[src/rtl/wb_uart_fifo_pkg.sv]
// wb_uart_fifo_pkg: register map, status/control bit indices, FSM encodings and divisor clamp
package wb_uart_fifo_pkg;
    localparam logic [1:0] REG_DATA = 2'd0;
    localparam logic [1:0] REG_STAT = 2'd1;
    localparam logic [1:0] REG_DIV  = 2'd2;
    localparam logic [1:0] REG_CTRL = 2'd3;
    localparam int STAT_RXNE   = 0;
    localparam int STAT_TXFULL = 1;
    localparam int STAT_TXIDLE = 2;
    localparam int STAT_OVR    = 3;
    localparam int STAT_FERR   = 4;
    localparam int CTRL_RXIE   = 0;
    localparam int CTRL_TXIE   = 1;
    localparam logic [1:0] TX_IDLE  = 2'd0;
    localparam logic [1:0] TX_START = 2'd1;
    localparam logic [1:0] TX_DATA  = 2'd2;
    localparam logic [1:0] TX_STOP  = 2'd3;
    localparam logic [2:0] RX_IDLE  = 3'd0;
    localparam logic [2:0] RX_START = 3'd1;
    localparam logic [2:0] RX_DATA  = 3'd2;
    localparam logic [2:0] RX_STOP  = 3'd3;
    localparam logic [2:0] RX_WAIT  = 3'd4;
    localparam logic [31:0] MIN_DIV = 32'd4;
    function automatic logic [31:0] clamp_div(input logic [31:0] v);
        return (v < MIN_DIV) ? MIN_DIV : v;
    endfunction
endpackage

[src/rtl/wb_uart_fifo_fifo.sv]
// uart_sync_fifo: single-clock FIFO with combinational head output; push+pop on full both take effect
module uart_sync_fifo #(
    parameter int WIDTH = 8,
    parameter int DEPTH = 16
) (
    input  logic                     clock,
    input  logic                     reset,
    input  logic                     push,
    input  logic                     pop,
    input  logic [WIDTH-1:0]         din,
    output logic [WIDTH-1:0]         dout,
    output logic                     full,
    output logic                     empty,
    output logic [$clog2(DEPTH):0]   count
);
    localparam int AW = $clog2(DEPTH);
    logic [WIDTH-1:0] mem [DEPTH];
    logic [AW-1:0] wr_ptr, rd_ptr;
    logic do_push, do_pop;
    assign empty   = count == '0;
    assign full    = count == (AW+1)'(DEPTH);
    assign do_pop  = pop & ~empty;
    assign do_push = push & (~full | do_pop);
    assign dout    = mem[rd_ptr];
    // storage write; contents need no reset since count gates visibility
    always_ff @(posedge clock) begin
        if (do_push) mem[wr_ptr] <= din;
    end
    // pointers wrap modulo DEPTH, count tracks occupancy
    always_ff @(posedge clock) begin
        if (reset) begin
            wr_ptr <= '0;
            rd_ptr <= '0;
            count  <= '0;
        end else begin
            wr_ptr <= wr_ptr + AW'(do_push);
            rd_ptr <= rd_ptr + AW'(do_pop);
            count  <= count + (AW+1)'(do_push) - (AW+1)'(do_pop);
        end
    end
endmodule

[src/rtl/wb_uart_fifo.sv]
// wb_uart_fifo: Wishbone classic UART with programmable divisor, TX/RX FIFOs, sticky errors and level irq
module wb_uart_fifo
    import wb_uart_fifo_pkg::*;
#(
    parameter int CLK_FREQ_HZ = 10_000_000,
    parameter int BAUD_RESET  = 9600,
    parameter int DIV_WIDTH   = 16,
    parameter int FIFO_DEPTH  = 16
) (
    input  logic        clock,
    input  logic        reset,
    input  logic [3:0]  wb_adr_i,
    input  logic [31:0] wb_dat_i,
    output logic [31:0] wb_dat_o,
    input  logic [3:0]  wb_sel_i,
    input  logic        wb_we_i,
    input  logic        wb_stb_i,
    input  logic        wb_cyc_i,
    output logic        wb_ack_o,
    input  logic        uart_rx,
    output logic        uart_tx,
    output logic        irq_o
);
    localparam logic [DIV_WIDTH-1:0] DIV_RST = DIV_WIDTH'(CLK_FREQ_HZ / BAUD_RESET);
    localparam int CW = $clog2(FIFO_DEPTH) + 1;
    logic [1:0] rsel;
    logic req, wr, rd;
    logic [31:0] rdata;
    logic [DIV_WIDTH-1:0] div;
    logic [1:0] ctrl;
    logic overrun, frame_err;
    logic tx_full, tx_empty, tx_pop, tx_end, tx_idle;
    logic [7:0] tx_dout, tx_shift;
    logic [1:0] tx_state;
    logic [2:0] tx_bit;
    logic [DIV_WIDTH-1:0] tx_cnt, tx_div;
    logic rx_full, rx_empty, rx_push, rx_end, rx_mid, rx_stop_ok, rx_ovr_set, rx_ferr_set;
    logic rx_meta, rx_s;
    logic [7:0] rx_dout, rx_shift;
    logic [2:0] rx_state;
    logic [2:0] rx_bit;
    logic [DIV_WIDTH-1:0] rx_cnt, rx_div;
    logic [CW-1:0] tx_count, rx_count;
    logic unused;
    assign unused = ^{wb_adr_i[1:0], wb_dat_i, wb_sel_i[3:1], tx_count, rx_count};
    assign rsel = wb_adr_i[3:2];
    assign req  = wb_stb_i & wb_cyc_i & ~wb_ack_o;
    assign wr   = req & wb_we_i & wb_sel_i[0];
    assign rd   = req & ~wb_we_i;
    assign tx_idle = tx_empty & (tx_state == TX_IDLE);
    assign tx_end  = tx_cnt == tx_div - 1'b1;
    assign tx_pop  = ~tx_empty & ((tx_state == TX_IDLE) | ((tx_state == TX_STOP) & tx_end));
    assign rx_end  = rx_cnt == rx_div - 1'b1;
    assign rx_mid  = rx_cnt == (rx_div >> 1);
    assign rx_stop_ok  = (rx_state == RX_STOP) & rx_end & rx_s;
    assign rx_push     = rx_stop_ok & ~rx_full;
    assign rx_ovr_set  = rx_stop_ok & rx_full;
    assign rx_ferr_set = (rx_state == RX_STOP) & rx_end & ~rx_s;
    uart_sync_fifo #(.WIDTH(8), .DEPTH(FIFO_DEPTH)) u_tx_fifo (
        .clock(clock), .reset(reset), .push(wr & (rsel == REG_DATA)), .pop(tx_pop),
        .din(wb_dat_i[7:0]), .dout(tx_dout), .full(tx_full), .empty(tx_empty), .count(tx_count)
    );
    uart_sync_fifo #(.WIDTH(8), .DEPTH(FIFO_DEPTH)) u_rx_fifo (
        .clock(clock), .reset(reset), .push(rx_push), .pop(rd & (rsel == REG_DATA)),
        .din(rx_shift), .dout(rx_dout), .full(rx_full), .empty(rx_empty), .count(rx_count)
    );
    // read mux; an empty RX FIFO reads as zero with the valid bit clear
    always_comb begin
        rdata = (rsel == REG_DATA) ? (rx_empty ? 32'd0 : {23'd0, 1'b1, rx_dout}) :
                (rsel == REG_STAT) ? {27'd0, frame_err, overrun, tx_idle, tx_full, ~rx_empty} :
                (rsel == REG_DIV)  ? 32'(div) : {30'd0, ctrl};
    end
    // one-wait-state ack with registered read data
    always_ff @(posedge clock) begin
        if (reset) begin
            wb_ack_o <= 1'b0;
            wb_dat_o <= '0;
        end else begin
            wb_ack_o <= req;
            wb_dat_o <= rd ? rdata : 32'd0;
        end
    end
    // config registers, sticky flags (a new error beats a same-cycle clear) and the irq level
    always_ff @(posedge clock) begin
        if (reset) begin
            div       <= DIV_RST;
            ctrl      <= '0;
            overrun   <= 1'b0;
            frame_err <= 1'b0;
            irq_o     <= 1'b0;
        end else begin
            if (wr & (rsel == REG_DIV)) div <= DIV_WIDTH'(clamp_div(32'(wb_dat_i[DIV_WIDTH-1:0])));
            if (wr & (rsel == REG_CTRL)) ctrl <= wb_dat_i[1:0];
            overrun   <= rx_ovr_set | (overrun & ~(wr & (rsel == REG_STAT) & wb_dat_i[STAT_OVR]));
            frame_err <= rx_ferr_set | (frame_err & ~(wr & (rsel == REG_STAT) & wb_dat_i[STAT_FERR]));
            irq_o     <= (ctrl[CTRL_RXIE] & (~rx_empty | overrun | frame_err)) | (ctrl[CTRL_TXIE] & tx_empty);
        end
    end
    // transmitter: divisor latched per frame, next byte popped at stop end for gapless frames
    always_ff @(posedge clock) begin
        if (reset) begin
            tx_state <= TX_IDLE;
            uart_tx  <= 1'b1;
            tx_cnt   <= '0;
            tx_bit   <= '0;
            tx_shift <= '0;
            tx_div   <= DIV_RST;
        end else begin
            tx_cnt <= (tx_state == TX_IDLE || tx_end) ? '0 : tx_cnt + 1'b1;
            if (tx_pop) begin
                tx_state <= TX_START;
                tx_shift <= tx_dout;
                tx_div   <= div;
                uart_tx  <= 1'b0;
            end else if (tx_end) begin
                case (tx_state)
                    TX_START: begin
                        tx_state <= TX_DATA;
                        tx_bit   <= '0;
                        uart_tx  <= tx_shift[0];
                    end
                    TX_DATA: begin
                        tx_state <= (tx_bit == 3'd7) ? TX_STOP : TX_DATA;
                        tx_bit   <= tx_bit + 1'b1;
                        tx_shift <= tx_shift >> 1;
                        uart_tx  <= (tx_bit == 3'd7) ? 1'b1 : tx_shift[1];
                    end
                    TX_STOP: tx_state <= TX_IDLE;
                    default: tx_state <= TX_IDLE;
                endcase
            end
        end
    end
    // two-flop synchroniser for the asynchronous serial input
    always_ff @(posedge clock) begin
        if (reset) begin
            rx_meta <= 1'b1;
            rx_s    <= 1'b1;
        end else begin
            rx_meta <= uart_rx;
            rx_s    <= rx_meta;
        end
    end
    // receiver: qualify start at half-bit, then sample each bit centre; bad stop waits for idle line
    always_ff @(posedge clock) begin
        if (reset) begin
            rx_state <= RX_IDLE;
            rx_cnt   <= '0;
            rx_bit   <= '0;
            rx_shift <= '0;
            rx_div   <= DIV_RST;
        end else begin
            rx_cnt <= (rx_state == RX_IDLE || rx_end || (rx_state == RX_START && rx_mid)) ? '0 : rx_cnt + 1'b1;
            case (rx_state)
                RX_IDLE: if (!rx_s) begin
                    rx_state <= RX_START;
                    rx_div   <= div;
                end
                RX_START: if (rx_mid) begin
                    rx_state <= rx_s ? RX_IDLE : RX_DATA;
                    rx_bit   <= '0;
                end
                RX_DATA: if (rx_end) begin
                    rx_shift <= {rx_s, rx_shift[7:1]};
                    rx_bit   <= rx_bit + 1'b1;
                    rx_state <= (rx_bit == 3'd7) ? RX_STOP : RX_DATA;
                end
                RX_STOP: if (rx_end) rx_state <= rx_s ? RX_IDLE : RX_WAIT;
                RX_WAIT: if (rx_s) rx_state <= RX_IDLE;
                default: rx_state <= RX_IDLE;
            endcase
        end
    end
endmodule

[config.mk]
export PLATFORM = sky130hd
export DESIGN_NAME = wb_uart_fifo
export DESIGN_NICKNAME = d
export VERILOG_FILES = /design/src/rtl/wb_uart_fifo_pkg.sv /design/src/rtl/wb_uart_fifo_fifo.sv /design/src/rtl/wb_uart_fifo.sv
export SDC_FILE = /design/constraint.sdc
export NUM_CORES = 1
export LEC_CHECK = 0
export ABC_AREA = 1
export ABC_CLOCK_PERIOD_IN_PS = 4300
export CAP_MARGIN = 0
export CORE_ASPECT_RATIO = 1.25
export CORE_UTILIZATION = 45
export CTS_CLUSTER_DIAMETER = 30
export DETAILED_ROUTE_END_ITERATION = 12
export GPL_TIMING_DRIVEN = 0
export PLACE_DENSITY = 0.64
export RECOVER_POWER = 100
export SETUP_SLACK_MARGIN = 0.2
export SLEW_MARGIN = 10
export SYNTH_ARGS = -nofsm -noshare
export SYNTH_HDL_FRONTEND = slang
export SYNTH_SLANG_ARGS = --single-unit
[constraint.sdc]
create_clock -name clock -period 4.3 [get_ports clock]
set_clock_uncertainty 0.05 [all_clocks]
set_input_delay 0.43 -clock clock [delete_from_list [all_inputs] [get_ports clock]]
set_output_delay 0.43 -clock clock [all_outputs]
set_load 0.02 [all_outputs]
==> flow_summary_export.csv <==
group,metric,value,unit
layout,drive_gt1_share,8.73,%
logic_synthesis,async_flop_share,0,%
setup_path,path_max_fanout,8,
place,port_buffers,42,
layout,n_fill_cell,3668,
die,dieArea,42500,um2
clock_tree,clock_latency,600,ps
logic_synthesis,synth_top_cell_area_share,41.0,%
outcome,run_status,"completed",
timing,slew_headroom,26.4,%
clock_tree,cts_buffer_depth,3,
die,pin_count,81,
logic_synthesis,ys_types,54,
global_route,grt_pass1_wl,78.8,mm
layout,multiInputGateArea,6710,um2
routing,drt_wl_total,51.0,mm
logic_synthesis,synthCells,1983,
hold_path,hold_class,"in2reg",
place,dp_cells,2592,
global_route,grt_use_total,24.4,%
logic_synthesis,ys_seq_area_share,57.8,%
timing,max_freq,257,MHz
job,drv_cap,0,
logic_synthesis,synth.most_common_cell,"nand2_1",
global_route,overflow,0,
global_route,grt_antenna_before_repair,0,
layout,nNetsFinal,2196,
logic_synthesis,synth_edf_count,256,
logic_synthesis,synth.largest_area_cell,"edfxtp_1",
logic_synthesis,synth_top_flop_cell,"edfxtp_1",
logic_synthesis,syn_avg_cell_area,9.46,um2
timing,finalSetupViolCount,0,
clock_tree,cts_root_buffer,"clkbuf_16",
place,preCtsSetupSlack,487,ps
clock_tree,htree_levels,3,
layout,finalCoreUtilization,54.9,%
setup_path,end_kind,"flop",
power_and_ir_drop,ir_drop,0.366,mV
layout,final_cell_area,22600,um2
routing,route.detailed.drc,0,
global_route,first_global_vias,14400,
routing,wl_per_cell,18.7,um
setup_path,cp-start-kind,"flop",
setup_path,worstPathRequired,4470,ps
place,globalplace.congestion,0.942,
setup_path,cp.arrival,4060,ps
die,fp.dieH,230,um
global_route,grt_max_degree,19,
die,die_x,185,um
timing,rsz0062_at_grt,"false",
timing,maxSlewViolCount,0,
setup_path,worstSetupPathType,"reg2reg",
layout,seq_area,10900,um2
timing,tns,0,ps
timing,period_needed,3890,ps
timing,hold_viol_final,0,
place,dpl_cell_area,19900,um2
timing,worst_slew_pin_slew,1100,ps
die,start_util,45.6,%
timing,fin_ws,412,ps
routing,ant_nets,0,
clock_tree,numClockSinks,414,
routing,dr.pass1.iters,5,
logic_synthesis,synthTopCellsByCount,"nand2_1 (306), nor2_1 (272), edfxtp_1 (256), inv_1 (201), dfxtp_1 (158)",
routing,vias,14500,
clock_tree,postCtsSetupRepairBufs,0,
die,core_area,41100,um2
place,dp_hpwl,35.6,mm
routing,first_iter_violations,1159,
timing,timing.final.crit_share,90.4,%
logic_synthesis,ys_ff_latch,414,
die,fp-row-count,83,
routing,vias_per_cell,5.32,
logic_synthesis,yosys_warnings,0,
layout,instances_no_fill,2730,
clock_tree,cts_buffers,74,
power_and_ir_drop,p_per_area,580,nW/um2
logic_synthesis,synthesis.area,18800,um2
logic_synthesis,yosys-top-cells-area,"edfxtp_1 (41%), dfxtp_1 (17%), nand2_1 (6.1%)",
clock_tree,cts_tree,"built",
power_and_ir_drop,leakage,0.00864,uW
clock_tree,clk_pin_slew,50,ps
layout,area_growth_syn_to_layout,20.3,%
[state kept, by name, indices dropped and copies added (netlist names), 4 cells and up]
| register | flops |
|---|---|
| rx_shift | 8 |
| u_rx_fifo.count | 5 |
| u_tx_fifo.count | 5 |
| u_rx_fifo.wr_ptr | 4 |
| tx_div | 16 |
| rx_cnt | 16 |
| tx_cnt | 16 |
| rx_div | 16 |
| u_rx_fifo.mem | 128 |
| u_tx_fifo.wr_ptr | 4 |
| u_tx_fifo.mem | 128 |
| wb_dat_o | 16 |
| u_tx_fifo.rd_ptr | 4 |
| u_rx_fifo.rd_ptr | 4 |
| div | 16 |
| tx_shift | 8 |
[per-layer routing]
metal	wire [um]	global-route usage (%)	up-vias
li1	-	-	7025
met1	21200	30.0	6926
met2	25400	42.1	470
met3	2830	4.09	108
met4	1640	10.1	0
met5	0	0	-
[cell usage in the layout (no fill, tap or decap), types with 5 or more instances in the layout]
| cell type | instances |
|---|---|
| a21oi_1 | 135 |
| clkinv_1 | 12 |
| or2_2 | 9 |
| o22ai_1 | 5 |
| conb_1 | 16 |
| clkbuf_16 | 75 |
| clkinv_4 | 5 |
| edfxtp_1 | 256 |
| a31oi_1 | 7 |
| clkbuf_1 | 65 |
| buf_4 | 16 |
| xor2_1 | 25 |
| nor2_2 | 11 |
| a211oi_1 | 10 |
| nor3b_1 | 9 |
| o211ai_1 | 35 |
| o221ai_1 | 10 |
| nand2_1 | 307 |
| bufinv_16 | 11 |
| nand3_1 | 88 |
| o21ai_0 | 151 |
| dlygate4sd3_1 | 28 |
| ha_1 | 32 |
| nand4_1 | 32 |
| nor2_1 | 273 |
| mux2i_1 | 31 |
| clkinv_2 | 7 |
| clkinvlp_4 | 8 |
| xnor2_1 | 20 |
| clkdlybuf4s50_1 | 14 |
| inv_6 | 6 |
| nand3b_1 | 21 |
| nor3_1 | 15 |
| dfxtp_1 | 158 |
| inv_1 | 203 |
| buf_2 | 9 |
[power breakdown]
part | leakage [uW] | switching [uW] | internal (uW)
clock | 0.00128 | 2160 | 3980
combinational | 0.00375 | 1590 | 802
sequential | 0.00362 | 174 | 4380
total | 0.00864 | 3920 | 9160
[final cells by class]
cell class	instances	share of cell area (%)
clock buffers	82	8.52
flip-flops and latches	414	48.1
diodes	1	0.0111
multi-input cells	1283	29.7
well taps	552	3.06
repair buffers	42	1.86
plain buffers	89	1.86
clock inverters	55	3.35
inverters	212	3.53
[logic make-up after synthesis]
kind of cell,count (synthesis),synth area share [%]
fa+ha+maj,34,2.35
flops,414,57.8
xor+xnor,45,2.10
simple gates,787,18.4
compound gates,369,11.0
buf+inv,301,6.66
mux,32,1.71
other cells,1,0.0200
[worst max-delay path, cell delays in order, from the launching register on]
cell and delay, ps:
dfxtp_1 320, inv_1 180, ha_1 290, nand2_1 100
nor2_1 320, nand2_1 170, nand3_1 130, nand3_1 80
nor2_1 130, nand3_1 80, nor2_1 170, nand4_1 180
nor2_2 300, nand3_1 280, nor2_1 710
[final timing paths]
kind	from	endpoint	slack, ps	cells after the start
worst max-delay path	rx_div[0]$_SDFFE_PP1P_	u_rx_fifo.mem[11][1]$_DFFE_PP_	410	14
worst min-delay path	uart_rx	rx_meta$_SDFF_PP1_	350	2
worst max register to register	rx_div[0]$_SDFFE_PP1P_	u_rx_fifo.mem[11][1]$_DFFE_PP_	410	14
worst min register to register	rx_meta$_SDFF_PP1_	rx_s$_SDFF_PP1_	360	1
[through the flow]
stage / hold slack, ps / power, uW
5_1_grt: 346 / 13700
3_3_place_gp: 344 / 6950
3_5_place_dp: 346 / 7000
2_1_floorplan: 339 / 6300
4_1_cts: 325 / 13200
6_report: 351 / 13100
[what timing repair did]
| action | 4_1_cts | 5_1_grt |
|---|---|---|
| endpoints found under the setup margin | 0 | 9 |
| endpoints found under the hold margin | 0 | 0 |
| resized for setup | 0 | 5 |
| hold buffers | 0 | 0 |
(Power assumes the default switching activity.)
